File: config.mk
export PLATFORM = sky130hd
export DESIGN_NAME = pipeif_fetch_flat
export DESIGN_NICKNAME = d
export VERILOG_FILES = /design/src/rtl/pipeif_fetch_if.sv /design/src/rtl/pipeif_fetch.sv /design/src/flat_wrapper.sv
export SDC_FILE = /design/constraint.sdc
export NUM_CORES = 1
export LEC_CHECK = 0
export ABC_AREA = 1
export BUFFER_PORTS_ARGS = -buffer_cell sky130_fd_sc_hd__buf_2
export CORE_UTILIZATION = 52
export DETAILED_ROUTE_END_ITERATION = 10
export HOLD_SLACK_MARGIN = 0.05
export PLACE_DENSITY = 0.86
export SLEW_MARGIN = 20
export SYNTH_ARGS = -nofsm -noshare
export SYNTH_HDL_FRONTEND = slang
export SYNTH_SLANG_ARGS = --single-unit
export TNS_END_PERCENT = 20
File: constraint.sdc
create_clock -name clock -period 2 [get_ports clock]
set_input_delay 0.3 -clock clock [delete_from_list [all_inputs] [get_ports clock]]
set_output_delay 0.3 -clock clock [all_outputs]
set_load 0.05 [all_outputs]
File: src/rtl/pipeif_fetch_if.sv
// ----------------------------------------------------------------------------
// pipeif_fetch_if
// Instruction-memory bus between the fetch stage and a variable-latency
// instruction memory.
//   imem_req   : fetch request (fetch -> memory)
//   imem_addr  : 32-bit fetch address (fetch -> memory)
//   imem_ack   : read data valid this cycle, may be combinational with req
//   imem_rdata : 32-bit instruction word (memory -> fetch)
// master = fetch stage, slave = instruction memory.
// ----------------------------------------------------------------------------
interface pipeif_fetch_if;
    logic        imem_req;
    logic [31:0] imem_addr;
    logic        imem_ack;
    logic [31:0] imem_rdata;

    modport master (
        output imem_req,
        output imem_addr,
        input  imem_ack,
        input  imem_rdata
    );

    modport slave (
        input  imem_req,
        input  imem_addr,
        output imem_ack,
        output imem_rdata
    );
endinterface

File: src/rtl/pipeif_fetch.sv
// ----------------------------------------------------------------------------
// pipeif_fetch
// Instruction-fetch stage of the five-stage pipeline. Owns the PC, selects
// the next PC from decode's pcsource/bpc/jpc/da, fetches through a req/ack
// instruction-memory handshake and drives the IF/ID register (dpc4, inst).
// One-instruction branch delay slot, no flush.
//
// Ports:
//   clock    : pipeline clock, rising edge
//   resetn   : asynchronous active-low reset
//   wpcir    : decode stall, 1 = hold PC and IF/ID
//   pcsource : next-PC select (00 pc+4, 01 bpc, 10 da, 11 jpc)
//   bpc/jpc  : branch / jump targets
//   da       : forwarded rs value, jr target
//   imem     : instruction-memory bus (master side)
//   pc       : current fetch PC
//   dpc4     : IF/ID PC+4
//   inst     : IF/ID instruction, 0 = bubble
// ----------------------------------------------------------------------------
module pipeif_fetch (
    input  logic                 clock,
    input  logic                 resetn,
    input  logic                 wpcir,
    input  logic [1:0]           pcsource,
    input  logic [31:0]          bpc,
    input  logic [31:0]          jpc,
    input  logic [31:0]          da,
    pipeif_fetch_if.master       imem,
    output logic [31:0]          pc,
    output logic [31:0]          dpc4,
    output logic [31:0]          inst
);

    typedef enum logic {
        FETCH = 1'b0,
        HOLD  = 1'b1
    } state_t;

    state_t      state, state_n;
    logic [31:0] pc_n, dpc4_n, inst_n;
    logic [31:0] hold, hold_n;
    logic        rv, rv_n;
    logic [31:0] rpc, rpc_n;

    logic [31:0] pc4;
    logic [31:0] tgt;
    logic [31:0] npc;
    logic        redirect;

    assign pc4      = pc + 32'd4;
    assign redirect = !wpcir && (pcsource != 2'b00);

    always_comb begin
        tgt = pc4;
        case (pcsource)
            2'b01:   tgt = bpc;
            2'b10:   tgt = da;
            2'b11:   tgt = jpc;
            default: tgt = pc4;
        endcase
    end

    // A deferred redirect wins: it was taken while the delay slot was still
    // outstanding, and that delay slot is what is completing now.
    assign npc = rv ? rpc : (redirect ? tgt : pc4);

    // Request is suppressed during reset so memory never sees a stray fetch.
    assign imem.imem_req  = resetn && (state == FETCH);
    assign imem.imem_addr = pc;

    always_comb begin
        state_n = state;
        pc_n    = pc;
        dpc4_n  = dpc4;
        inst_n  = inst;
        hold_n  = hold;
        rv_n    = rv;
        rpc_n   = rpc;
        case (state)
            FETCH: begin
                if (imem.imem_ack) begin
                    if (!wpcir) begin
                        dpc4_n = pc4;
                        inst_n = imem.imem_rdata;
                        pc_n   = npc;
                        rv_n   = 1'b0;
                    end else begin
                        // Word arrived during a stall: park it and stop
                        // requesting so it is not lost or re-fetched.
                        hold_n  = imem.imem_rdata;
                        state_n = HOLD;
                    end
                end else if (!wpcir) begin
                    inst_n = 32'd0;
                    if (pcsource != 2'b00) begin
                        rv_n  = 1'b1;
                        rpc_n = tgt;
                    end
                end
            end
            HOLD: begin
                if (!wpcir) begin
                    dpc4_n  = pc4;
                    inst_n  = hold;
                    pc_n    = npc;
                    rv_n    = 1'b0;
                    state_n = FETCH;
                end
            end
            default: state_n = FETCH;
        endcase
    end

    always_ff @(posedge clock or negedge resetn) begin
        if (!resetn) begin
            state <= FETCH;
            pc    <= 32'd0;
            dpc4  <= 32'd0;
            inst  <= 32'd0;
            hold  <= 32'd0;
            rv    <= 1'b0;
            rpc   <= 32'd0;
        end else begin
            state <= state_n;
            pc    <= pc_n;
            dpc4  <= dpc4_n;
            inst  <= inst_n;
            hold  <= hold_n;
            rv    <= rv_n;
            rpc   <= rpc_n;
        end
    end

endmodule
File: src/flat_wrapper.sv
// flat-port wrapper written by rule: the top's interface ports become plain ports
module pipeif_fetch_flat 
  (clock, resetn, wpcir, pcsource, bpc, jpc, da, pc, dpc4, inst, imem_imem_req, imem_imem_addr, imem_imem_ack, imem_imem_rdata);
  pipeif_fetch_if imem_i ();
  input  logic clock;
  input  logic resetn;
  input  logic wpcir;
  input  logic [1:0] pcsource;
  input  logic [31:0] bpc;
  input  logic [31:0] jpc;
  input  logic [31:0] da;
  output logic [31:0] pc;
  output logic [31:0] dpc4;
  output logic [31:0] inst;
  output wire logic [$bits(imem_i.imem_req)-1:0] imem_imem_req;
  output wire logic [$bits(imem_i.imem_addr)-1:0] imem_imem_addr;
  input wire logic [$bits(imem_i.imem_ack)-1:0] imem_imem_ack;
  input wire logic [$bits(imem_i.imem_rdata)-1:0] imem_imem_rdata;
  assign imem_imem_req = imem_i.imem_req;
  assign imem_imem_addr = imem_i.imem_addr;
  assign imem_i.imem_ack = imem_imem_ack;
  assign imem_i.imem_rdata = imem_imem_rdata;
  pipeif_fetch u_core (.clock(clock), .resetn(resetn), .wpcir(wpcir), .pcsource(pcsource), .bpc(bpc), .jpc(jpc), .da(da), .imem(imem_i), .pc(pc), .dpc4(dpc4), .inst(inst));
endmodule
* Yosys cells after proc, flatten, opt, wreduce, memory -nomap -nowiden *
Index checks and enable logic that the tools add are counted.

word-level totals
  flip-flop bits (word level) = 162
  input bits = 134
  logic and storage cells = 49

operators by class
  bitwise gates (word level) = 3
  eq/ne operators = 8
  reduce and logical (&&, ||, !) cells = 8
  $add $sub $neg = 1
  mux-type cells = 22

operators with widths
  kind                     number
  $mux W32                 10
  $pmux W32 S2             3
  $pmux W32 S3             1
  $add A32 B3 Y32 const B  1
  $mux W1                  6
  $ne A2 B2 Y1 const B     3
  $ne A3 B3 Y1 const B     2
  $eq A2 B2 Y1 const B     2
  $pmux W1 S2              2
  $reduce_and A2 Y1        2
  $reduce_and A4 Y1        1
  $not A1 Y1               3
  $reduce_and A3 Y1        1
  $eq A2 B1 Y1 const B     1
  $logic_and A1 B1 Y1      2
  $reduce_bool A2 Y1       1
  $logic_not A1 Y1         1

* Longest topological paths before layout *
Gate-level depths: netlist of run 1.

  depth in word-level cells = 7
  gate-level depth with buffers = 11
  mapped depth without buffers = 10

* Worst setup path after synthesis of run 1 *
Ideal clock, no wire load.

  path kind = reg2reg
  start = register u_core.pc[3], in the netlist u_core.imem.imem_addr[3]
  end = register u_core.pc[16], in the netlist u_core.imem.imem_addr[16]
  clock period less this slack = 1,816 ps
  stages on the path, launching flop included = 9
  buffers on the path = 0
  arrival = 1,693 ps
  path slack = 184 ps
  cell sequence = dfrtp_1 > ha_1 > nand3_1 > inv_2 > nand2_1 > o21ai_0 > nand2_1 > nor3_1 > nor2_1

on the way
  longest elaborated chain between the ends = 7

RTL lines
  element                     line                                     text
  start: declaration          pipeif_fetch.sv:29                       output logic [31:0] pc,
  start signal: assignment    pipeif_fetch.sv:125                      pc <= pc_n;
  $add A32 B3 Y32 (*)         pipeif_fetch.sv:50                       assign pc4 = pc + 32'd4;
  $pmux W32 S3                pipeif_fetch.sv:55                       case (pcsource)
  $mux W32 (*) (2 in series)  pipeif_fetch.sv:65                       assign npc = rv ? rpc : (redirect ? tgt : pc4);
  $mux W32 (*)                pipeif_fetch.sv:82, pipeif_fetch.sv:102
  $mux W32                    pipeif_fetch.sv:81                       if (imem.imem_ack) begin
  $pmux W32 S2 (*)            pipeif_fetch.sv:79                       case (state)

Mark *: on every way between the ends. The rest lies on a longest branch, timed or not. The select of a mux whose other input is x is not followed.
A chain may end at the register's enable or synchronous reset.

* Worst setup path after layout of run 1 *
  start = register u_core.state
  end = output port imem_imem_req

on the way
  longest elaborated chain between the ends = 2

RTL lines
  element                   line                 text
  start: declaration        pipeif_fetch.sv:39   state_t state, state_n;
  start signal: assignment  pipeif_fetch.sv:124  state <= state_n;
  $not A1 Y1                pipeif_fetch.sv:68   assign imem.imem_req = resetn && (state == FETCH);
  $logic_and A1 B1 Y1       pipeif_fetch.sv:68
  end: declaration          flat_wrapper.sv:15   output wire logic [$bits(imem_i.imem_req)-1:0] imem_imem_req;

No other way between the ends.

==> reports/metrics.cfg, run 1 <==
[floorplanning]
dieHeight_um = 130
placementRows = 46
fp.coreArea_um2 = 15900
die_area_um2 = 16900
chipWidth_um = 130
starting_density_of_the_core_pct = 53.6
top_level_pins = 263

[global_route]
via_count_of_the_first_global_routing_pass = 8047
grtUsageTotal_pct = 32.5
grt_pass1_wl_um = 41700
grt_antenna_before_repair = 1
grt_start_max_net_pins = 91
grt-ovfl-total = 0

[placed_design]
place.detailed.instances = 1530
routabilityCongestion = 0.970
port_buffers = 262
detailedPlacementHpwl_um = 18800

[synthesis]
synthDistinctLibCells = 35
syn_area_per_cell_um2 = 7.62
synth_compound_gate_area_share_pct = 11.9
synth_top_family_by_area = simple AND/OR/NAND/NOR gates
synth-seq-area-share_pct = 47.5
synth_fp_nets = 1255
yosys.cell_count.top_type = sky130_fd_sc_hd__nand2_1
async_flop_share_pct = 100
synth-warning-count = 0
number_of_enable_flip_flop_cells_after_synthesis = 0
xor_xnor_share_of_the_synthesized_area_pct = 1.13
syn_area_um2 = 8540
postSynth.topFlopCell = sky130_fd_sc_hd__dfrtp_1
synth.largest_area_cell = sky130_fd_sc_hd__dfrtp_1
synth-seq-cells = 162
ys_top_cells_by_area = sky130_fd_sc_hd__dfrtp_1, sky130_fd_sc_hd__nand2_1, sky130_fd_sc_hd__o21ai_0
synthSimpleGateAreaFrac_pct = 30.3
netlist_top_cells_count = sky130_fd_sc_hd__nand2_1, sky130_fd_sc_hd__dfrtp_1, sky130_fd_sc_hd__o21ai_0, sky130_fd_sc_hd__nor2_1, sky130_fd_sc_hd__nand3_1
synthMuxAreaShare_pct = 0
synth_top_area_share_pct = 47.5
adder_cell_area_share_of_the_yosys_netlist_pct = 0.147
postSynthCellCount = 1120

[cts]
cts_buf_count = 17
tritoncts_clock_tree = built
cts.repair.resized = 0
cts.path.max_buffers = 2
cts_sinks = 162
ctsRootBufferMaster = sky130_fd_sc_hd__clkbuf_16
clkSlewWorstSetupHoldPaths_ps = 70
cts_htree_levels = 4
postCtsSetupRepairBufs = 0
clock_latency_ps = 430

[route]
post_drt_wl_per_cell_um = 16.9
detail_route.wirelength_um = 26300
drtIter0Drc = 753
total_via_count_in_the_routed_design = 8577
via_per_inst = 5.49
detailed_router_iteration_count_before_antenna_repair = 5
antenna_violating_nets_remaining = 0
drcViolationCount = 0

[setup_path]
critical-path-max-stage-delay_ps = 390
cp_arrival_ps = 1440
critical_path.endpoint_type = output port
crit_chain = buf_4 > nor2_1 > buf_2
kind_of_start_point_of_the_critical_path = flip-flop
critical_path_peak_fanout = 16
critPathKind = reg2out
path_buf_inv = 2
crit_family = buffers and inverters
worst_path_max_delay_cell = sky130_fd_sc_hd__dfrtp_1
cp_data_required_time_ps = 1700

[timing]
hold_violations = 0
final-max-slew-violation-count = 0
grt_setup_unrepaired = false
finalClockSkew_ps = 7.75
slew_headroom_pct = 62.1
hold-worst-slack_ps = 83.0
timing_worst_slew_pin_value_ps = 568
setup_viol = 0
timing.final.crit_share_pct = 87.1
min_period_ps = 1740
finalSetupTns_ps = 0
fmax_mhz = 574

[pwr]
power.density_nw_per_um2 = 1160
p_leak_nw = 5.46
max-vdd-ir-drop_mv = 0.696

[finish]
fin_nets = 1469
antennaDiodeCount = 0
syn2layout_area_growth_pct = 22.0
count_of_non_filler_cells_in_the_finished_layout = 1563
post_route_cells_drive_above_1_share_pct = 26.3

[hold_path]
min-delay-path-class = in2reg

[run]
drv_cap = 0

[status]
status = finished clean

[worst register-to-register path, cell delays in order, from the launching register on]
cell                      delay, ps
sky130_fd_sc_hd__dfrtp_1        560
sky130_fd_sc_hd__nand2_1        120
sky130_fd_sc_hd__nor2_1         170
sky130_fd_sc_hd__nand2_1        130
sky130_fd_sc_hd__nor2_1         220
sky130_fd_sc_hd__nand2_1         80
sky130_fd_sc_hd__nand2_1         70
sky130_fd_sc_hd__nand2_1        120
sky130_fd_sc_hd__nand2_1        100
sky130_fd_sc_hd__nand2_1         50
[metrics by stage]
step | total power (W) | area (um2) | utilization, % | setup WS, ps
floorplan | 0.00771 | 8540 | - | 184
global placement | 0.00868 | 9800 | 61.5 | 316
detailed placement | 0.00877 | 9800 | 61.5 | 262
CTS | 0.0121 | 10400 | 65.3 | 256
global route | 0.0126 | 10400 | 65.3 | 113
finish | 0.0121 | 10400 | 65.3 | 258
[placed cells by master, fill, tap and decap left out, types with 7 or more instances in the layout]
| cell | netlist | layout |
|---|---|---|
| sky130_fd_sc_hd__dfrtp_1 | 162 | 162 |
| sky130_fd_sc_hd__nor2_1 | 60 | 59 |
| sky130_fd_sc_hd__o21ai_1 | 16 | 16 |
| sky130_fd_sc_hd__nand3_1 | 58 | 58 |
| sky130_fd_sc_hd__nand2_1 | 467 | 467 |
| sky130_fd_sc_hd__inv_1 | 44 | 44 |
| sky130_fd_sc_hd__o211ai_1 | 10 | 10 |
| sky130_fd_sc_hd__buf_4 | 42 | 17 |
| sky130_fd_sc_hd__nor2_4 | 10 | 11 |
| sky130_fd_sc_hd__xor2_1 | 8 | 8 |
| sky130_fd_sc_hd__nor2_2 | 8 | 8 |
| sky130_fd_sc_hd__clkinv_4 | 1 | 7 |
| sky130_fd_sc_hd__buf_2 | 31 | 261 |
| sky130_fd_sc_hd__a22oi_1 | 33 | 33 |
| sky130_fd_sc_hd__inv_2 | 10 | 10 |
| sky130_fd_sc_hd__o21ai_0 | 81 | 81 |
| sky130_fd_sc_hd__clkbuf_16 | 0 | 17 |
| sky130_fd_sc_hd__a21oi_1 | 31 | 31 |
[power breakdown]
| part | switching, W | total, W | internal [W] |
|---|---|---|---|
| combinational | 0.00329 | 0.00431 | 0.00102 |
| clock | 0.00140 | 0.00332 | 0.00192 |
| sequential | 0.000573 | 0.00447 | 0.00389 |
| total | 0.00526 | 0.0121 | 0.00684 |
[layer usage]
metal  up-vias  global-route usage [%]  part of all wire (%)
met5         -                       0                 0.042
met3        76                    5.99                   8.9
met1      3999                    42.9                    41
li1       3996                       -                     -
met2       504                    51.1                    46
met4         2                    17.0                   4.0
[kinds of logic (layout without fill, tap and decap cells)]
logic type | count (synthesis) | count (layout)
AOI/OAI and AO/OA | 179 | 179
xor gates and xnor gates | 11 | 11
and+or+nand+nor | 622 | 622
DFF | 162 | 162
buffers and inverters | 145 | 372
adders and majority gates | 1 | 1
[final timing paths]
path / from / endpoint / slack, ps / cells after the start
worst max-delay path: u_core.state$_DFF_PN0_ / imem_imem_req / 260 / 3
worst min-delay path: imem_imem_rdata[21] / u_core.hold[21]$_DFFE_PN0P_ / 80 / 3
worst max register to register: u_core.imem.imem_addr[19]$_DFFE_PN0P_ / u_core.dpc4[31]$_DFFE_PN0P_ / 270 / 9
worst min register to register: u_core.rpc[27]$_DFFE_PN0P_ / u_core.rpc[27]$_DFFE_PN0P_ / 470 / 2
max in group asynchronous: resetn / u_core.inst[3]$_DFFE_PN0P_ / 810 / 4
min in group asynchronous: resetn / u_core.imem.imem_addr[27]$_DFFE_PN0P_ / 530 / 3
[state kept, by name (all words and copies together), names as in the netlist]
| signal | flops |
|---|---|
| u_core.state | 1 |
| u_core.rpc | 32 |
| u_core.imem.imem_addr | 32 |
| u_core.rv | 1 |
| u_core.dpc4 | 32 |
| u_core.inst | 32 |
| u_core.hold | 32 |
[final cells by class]
cell class              instances  area (um2)
inverters                      55         211
repair buffers                285        1560
multi-input cells             813        3720
well taps                     216         270
clock buffers                  19         453
clock inverters                13         153
flip-flops and latches        162        4050
fillers                      1329        5530
[what timing repair did]
action	CTS	global route
setup endpoints to repair	0	0
hold endpoints to repair	87	0
hold buffers	1	0
(Power assumes the default switching activity.)
==> run 2, diff against run 1 <==
==> constraint.sdc (replaced) <==
create_clock -name clock -period 2 [get_ports clock]
set_input_delay 0.4 -clock clock [delete_from_list [all_inputs] [get_ports clock]]
set_output_delay 0.4 -clock clock [all_outputs]
set_load 0.05 [all_outputs]
==> reports/metrics.cfg, run 2 (synthesis gave the netlist of run 1 again) <==
[status]
status = finished clean

[floorplanning]
top_level_pins = 263  ; unchanged
placementRows = 46  ; unchanged
dieHeight_um = 130  ; unchanged
chipWidth_um = 130  ; unchanged
die_area_um2 = 16900  ; unchanged
starting_density_of_the_core_pct = 53.6  ; unchanged
fp.coreArea_um2 = 15900  ; unchanged

[pwr]
intPower_w = 0.00658  ; -3.9%
power.density_nw_per_um2 = 1150  ; -0.70%
share_of_total_power_in_combinational_logic_pct = 35.9  ; +0.3 points
p_leak_nw = 5.43  ; -0.43%
max-vdd-ir-drop_mv = 0.603  ; -13%
power.switching_w = 0.00535  ; +1.7%
p_seq_share_pct = 37.4  ; +0.5 points
clock_power_share_pct = 26.7  ; -0.8 points
power.switching_fraction_pct = 44.9  ; +1.4 points

[global_route]
grt_start_max_net_pins = 163  ; +79%
via_count_of_the_first_global_routing_pass = 7918  ; -1.6%
grt_pass1_wl_um = 40100  ; -3.7%
grt-ovfl-total = 0  ; unchanged
grtUsageTotal_pct = 31.3  ; -1.2 points
grt_antenna_before_repair = 1  ; unchanged

[setup_path]
cp_arrival_ps = 1580  ; +140 ps
ff2ff_path_depth = 8  ; -1
critical_path_peak_fanout = 14  ; -2
critical_path.endpoint_type = output port
kind_of_start_point_of_the_critical_path = flip-flop
cp_data_required_time_ps = 1600  ; -100 ps
critPathKind = reg2out

[timing]
grt_setup_unrepaired = false
setup_viol = 0  ; unchanged
timing.final.crit_share_pct = 98.9  ; +12 points
final-max-slew-violation-count = 0  ; unchanged
timing_worst_slew_pin_value_ps = 901  ; +334 ps
finalClockSkew_ps = 5.46  ; -2.29 ps
min_period_ps = 1980  ; +236 ps
hold-worst-slack_ps = 56.5  ; -26.5 ps
finalSetupTns_ps = 0  ; unchanged
slew_headroom_pct = 39.9  ; -22 points
hold_violations = 0  ; unchanged
fmax_mhz = 505  ; -12%

[cts]
cts_hold_buf = 0  ; -1
postCtsSetupRepairBufs = 0  ; unchanged
clkSlewWorstSetupHoldPaths_ps = 70  ; about the same
ctsRootBufferMaster = sky130_fd_sc_hd__clkbuf_16
cts_htree_levels = 4  ; unchanged
cts.path.max_buffers = 2  ; unchanged
tritoncts_clock_tree = built
cts_buf_count = 17  ; unchanged
cts.repair.resized = 0  ; unchanged
cts_sinks = 162  ; unchanged
clock_latency_ps = 420  ; about the same

[route]
post_drt_wl_per_cell_um = 16.4  ; -2.6%
antenna_violating_nets_remaining = 0  ; unchanged
detailed_router_iteration_count_before_antenna_repair = 7  ; +2
total_via_count_in_the_routed_design = 8450  ; -1.5%
drcViolationCount = 0  ; unchanged
via_per_inst = 5.42  ; -1.3%
detail_route.wirelength_um = 25600  ; -2.8%
drtIter0Drc = 784  ; +4.1%

[finish]
mostFrequentLayoutCells = sky130_fd_sc_hd__nand2_1, sky130_fd_sc_hd__buf_2, sky130_fd_sc_hd__dfrtp_1
layout.cells.most_common = sky130_fd_sc_hd__nand2_1
count_of_non_filler_cells_in_the_finished_layout = 1560  ; -0.19%
fin_nets = 1465  ; -0.27%
post_route_cells_drive_above_1_share_pct = 26.1  ; -0.15 points
filler_cell_count = 1383  ; +4.1%
syn2layout_area_growth_pct = 21.1

[run]
drv_cap = 0  ; unchanged

[hold_path]
min-delay-path-class = in2async

[placed_design]
detailedPlacementHpwl_um = 18200  ; -3.4%
routabilityCongestion = 0.967  ; -0.30%
port_buffers = 262  ; unchanged
place.detailed.instances = 1527  ; -0.20%

-- run 2: path summary, 6_finish.rpt --
| check | slack, ps | from | to |
|---|---|---|---|
| max | 20 | u_core.state$_DFF_PN0_ | imem_imem_req |
| min | 60 | resetn | u_core.rpc[1]$_DFFE_PN0P_ |
| max reg2reg | 250 | u_core.imem.imem_addr[2]$_DFFE_PN0P_ | u_core.imem.imem_addr[16]$_DFFE_PN0P_ |
| min reg2reg | 470 | u_core.rpc[27]$_DFFE_PN0P_ | u_core.rpc[27]$_DFFE_PN0P_ |
| max in group asynchronous | 1230 | resetn | u_core.dpc4[7]$_DFFE_PN0P_ |
| min in group clock | 180 | imem_imem_rdata[19] | u_core.hold[19]$_DFFE_PN0P_ |
-- run 2: metrics by stage --
stage          cell area [um2]  total power, W  utilization (%)  setup slack [ps]
6_report                 10300          0.0119             64.8              21.6
5_1_grt                  10300          0.0125             64.8              6.68
4_1_cts                  10300          0.0119             64.8              21.2
3_5_place_dp              9760         0.00875             61.2               273
3_3_place_gp              9760         0.00867             61.2               296
2_1_floorplan             8540         0.00771                -               184
-- run 2: per-layer routing --
metal  vias up  track usage, %  wire (um)
li1       3990               -          -
met1      3975            40.8      10500
met2       427            50.3      12300
met3        58            5.86       1990
met4         0            14.9        855
met5         -               0          0
-- run 2: cell type report --
type	instances	area [um2]	share of cell area, %
Clock buffer	17	425	4.12
Clock inverter	15	146	1.42
Antenna cell	1	2.50	0.0242
Sequential cell	162	4050	39.2
Inverter	55	211	2.05
Timing Repair Buffer	281	1510	14.6
Multi-Input combinational cell	813	3720	36.0
Tap cell	216	270	2.61
-- run 2: power groups by stage --
stage / clock, W / combinational (W) / sequential [W]
after floorplan: 0 / 0.00203 / 0.00567
after global placement: 0 / 0.00421 / 0.00446
after detailed placement: 0 / 0.00427 / 0.00448
after CTS: 0.00322 / 0.00429 / 0.00444
after global routing: 0.00336 / 0.00460 / 0.00452
final: 0.00319 / 0.00428 / 0.00446
-- run 2: worst max-delay path, cell delays in order, from the launching register on --
cell                      delay (ps)
sky130_fd_sc_hd__dfrtp_1         430
sky130_fd_sc_hd__buf_4           210
sky130_fd_sc_hd__nor2_1          210
sky130_fd_sc_hd__buf_2           310
==> run 3, diff against run 2 <==
--- a/config.mk
+++ b/config.mk
@@ -7,10 +7,11 @@
 export LEC_CHECK = 0
 export ABC_AREA = 1
 export BUFFER_PORTS_ARGS = -buffer_cell sky130_fd_sc_hd__buf_2
-export CORE_UTILIZATION = 52
+export CORE_UTILIZATION = 47
 export DETAILED_ROUTE_END_ITERATION = 10
 export HOLD_SLACK_MARGIN = 0.05
-export PLACE_DENSITY = 0.86
+export PLACE_DENSITY = 0.82
+export SKIP_CTS_REPAIR_TIMING = 1
 export SLEW_MARGIN = 20
 export SYNTH_ARGS = -nofsm -noshare
 export SYNTH_HDL_FRONTEND = slang
==> constraint.sdc (replaced) <==
create_clock -name clock -period 1.68 [get_ports clock]
set_input_delay 0.336 -clock clock [delete_from_list [all_inputs] [get_ports clock]]
set_output_delay 0.336 -clock clock [all_outputs]
set_load 0.05 [all_outputs]
==> reports/metrics.cfg, run 3 (synthesis gave the netlist of run 1 again) <==
[status]
status = finished clean

[cts]
cts_sinks = 162  ; unchanged
clkSlewWorstSetupHoldPaths_ps = 70  ; about the same
tritoncts_clock_tree = built
cts_htree_levels = 4  ; unchanged
clock_latency_ps = 420  ; about the same
cts_buf_count = 17  ; unchanged
cts.path.max_buffers = 2  ; unchanged
ctsRootBufferMaster = sky130_fd_sc_hd__clkbuf_16

[timing]
fmax_mhz = 605
setup_viol = 0  ; unchanged
finalClockSkew_ps = 9.60  ; +4.14 ps
timing_worst_slew_pin_value_ps = 923  ; +21.3 ps
finalSetupTns_ps = 0  ; unchanged
grt_setup_unrepaired = true
slew_headroom_pct = 38.5  ; -1.4 points
timing.final.crit_share_pct = 98.3
min_period_ps = 1650
hold_violations = 0  ; unchanged
final-max-slew-violation-count = 0  ; unchanged

[global_route]
grt_pass1_wl_um = 41200  ; +2.6%
grtUsageTotal_pct = 29.2  ; -2.1 points
grt_start_max_net_pins = 163  ; unchanged
via_count_of_the_first_global_routing_pass = 7851  ; -0.85%
grt-ovfl-total = 0  ; unchanged
grt_antenna_before_repair = 1  ; unchanged

[hold_path]
min-delay-path-class = in2async

[finish]
post_route_cells_drive_above_1_share_pct = 28.6  ; +2.5 points
seqCellArea_um2 = 4070  ; +0.43%
syn2layout_area_growth_pct = 25.3
mostFrequentLayoutCells = sky130_fd_sc_hd__nand2_1, sky130_fd_sc_hd__buf_2, sky130_fd_sc_hd__dfrtp_1
layout.cells.most_common = sky130_fd_sc_hd__nand2_1
filler_cell_count = 1549  ; +12%
layout_cell_area_excl_fill_um2 = 10700  ; +3.5%
fin_nets = 1488  ; +1.6%
area_of_the_multi_input_gates_um2 = 3730  ; +0.37%
count_of_non_filler_cells_in_the_finished_layout = 1592  ; +2.1%

[route]
detailed_router_iteration_count_before_antenna_repair = 5  ; -2
drtIter0Drc = 708  ; -9.7%
total_via_count_in_the_routed_design = 8412  ; -0.45%
via_per_inst = 5.28  ; -2.5%
antenna_violating_nets_remaining = 0  ; unchanged
post_drt_wl_per_cell_um = 16.7  ; +2.0%
drcViolationCount = 0  ; unchanged
detail_route.wirelength_um = 26600  ; +4.1%

[placed_design]
port_buffers = 262  ; unchanged
place.detailed.instances = 1555  ; +1.8%
placedInstanceArea_um2 = 9990  ; +2.3%
detailedPlacementHpwl_um = 19400  ; +6.6%
routabilityCongestion = 0.937  ; -3.1%

[setup_path]
cp_data_required_time_ps = 2020  ; +420 ps
critical_path.endpoint_type = flip-flop
cp_arrival_ps = 1990  ; +410 ps
kind_of_start_point_of_the_critical_path = flip-flop
critical_path_peak_fanout = 6  ; -8
critPathKind = reg2reg

[pwr]
max-vdd-ir-drop_mv = 0.977  ; +62%
p_leak_nw = 5.58  ; +2.6%
power.density_nw_per_um2 = 1380  ; +19%

[floorplanning]
top_level_pins = 263  ; unchanged
chipWidth_um = 137  ; +5.1%
dieHeight_um = 137  ; +5.1%
placementRows = 48  ; +4.3%
fp.coreArea_um2 = 17500  ; +10%
starting_density_of_the_core_pct = 48.7  ; -4.9 points
die_area_um2 = 18700  ; +10%

[run]
drv_cap = 0  ; unchanged

==> run 3: cell type report <==
| cell class | count | share of cell area, % |
|---|---|---|
| inverters | 55 | 1.98 |
| flip-flops and latches | 162 | 38.1 |
| clock buffers | 17 | 3.98 |
| clock inverters | 15 | 1.82 |
| well taps | 225 | 2.63 |
| repair buffers | 304 | 16.7 |
| multi-input cells | 813 | 34.9 |
| diodes | 1 | 0.0234 |
==> run 3: path summary, 6_finish.rpt <==
kind,startpoint,end,slack (ps),depth (start not counted)
worst max register to register,u_core.imem.imem_addr[7]$_DFFE_PN0P_,u_core.imem.imem_addr[11]$_DFFE_PN0P_,30,8
min in group clock,imem_imem_rdata[17],u_core.hold[17]$_DFFE_PN0P_,130,3
worst min register to register,u_core.rpc[27]$_DFFE_PN0P_,u_core.rpc[27]$_DFFE_PN0P_,470,2
worst max-delay path,u_core.imem.imem_addr[7]$_DFFE_PN0P_,u_core.imem.imem_addr[11]$_DFFE_PN0P_,30,8
worst min-delay path,resetn,u_core.dpc4[28]$_DFFE_PN0P_,50,2
max in group asynchronous,resetn,u_core.state$_DFF_PN0_,860,2
==> run 3: metal layers <==
| layer | global-route usage, % | up-vias | wire [um] |
|---|---|---|---|
| met2 | 48.2 | 440 | 12900 |
| li1 | - | 4025 | - |
| met1 | 38.8 | 3917 | 11100 |
| met5 | 0 | - | 0 |
| met4 | 9.52 | 0 | 450 |
| met3 | 5.37 | 30 | 2250 |
==> run 3: metrics by stage <==
stage	utilization (%)	hold WS, ps	total power (W)	worst slack, ps
2_1_floorplan	-	40.4	0.00918	-17.8
5_1_grt	61.0	129	0.0154	-25.8
3_3_place_gp	57.0	448	0.0105	15.3
6_report	61.0	52.5	0.0147	28.5
4_1_cts	60.5	108	0.0147	-18.9
3_5_place_dp	57.0	458	0.0106	-8.40
==> run 3: report_power, final <==
part	internal (W)	total, W	switching, W
sequential	0.00465	0.00525	0.000605
clock	0.00239	0.00413	0.00174
combinational	0.00133	0.00534	0.00401
total	0.00837	0.0147	0.00636
==> run 3: worst max-delay path, cell delays in order, from the launching register on <==
cell	delay (ps)
sky130_fd_sc_hd__dfrtp_2	450
sky130_fd_sc_hd__nand2_1	130
sky130_fd_sc_hd__nor2_2	160
sky130_fd_sc_hd__nand2_4	120
sky130_fd_sc_hd__nor2_4	200
sky130_fd_sc_hd__buf_12	130
sky130_fd_sc_hd__xor2_1	140
sky130_fd_sc_hd__nand2_1	90
sky130_fd_sc_hd__o21ai_1	150
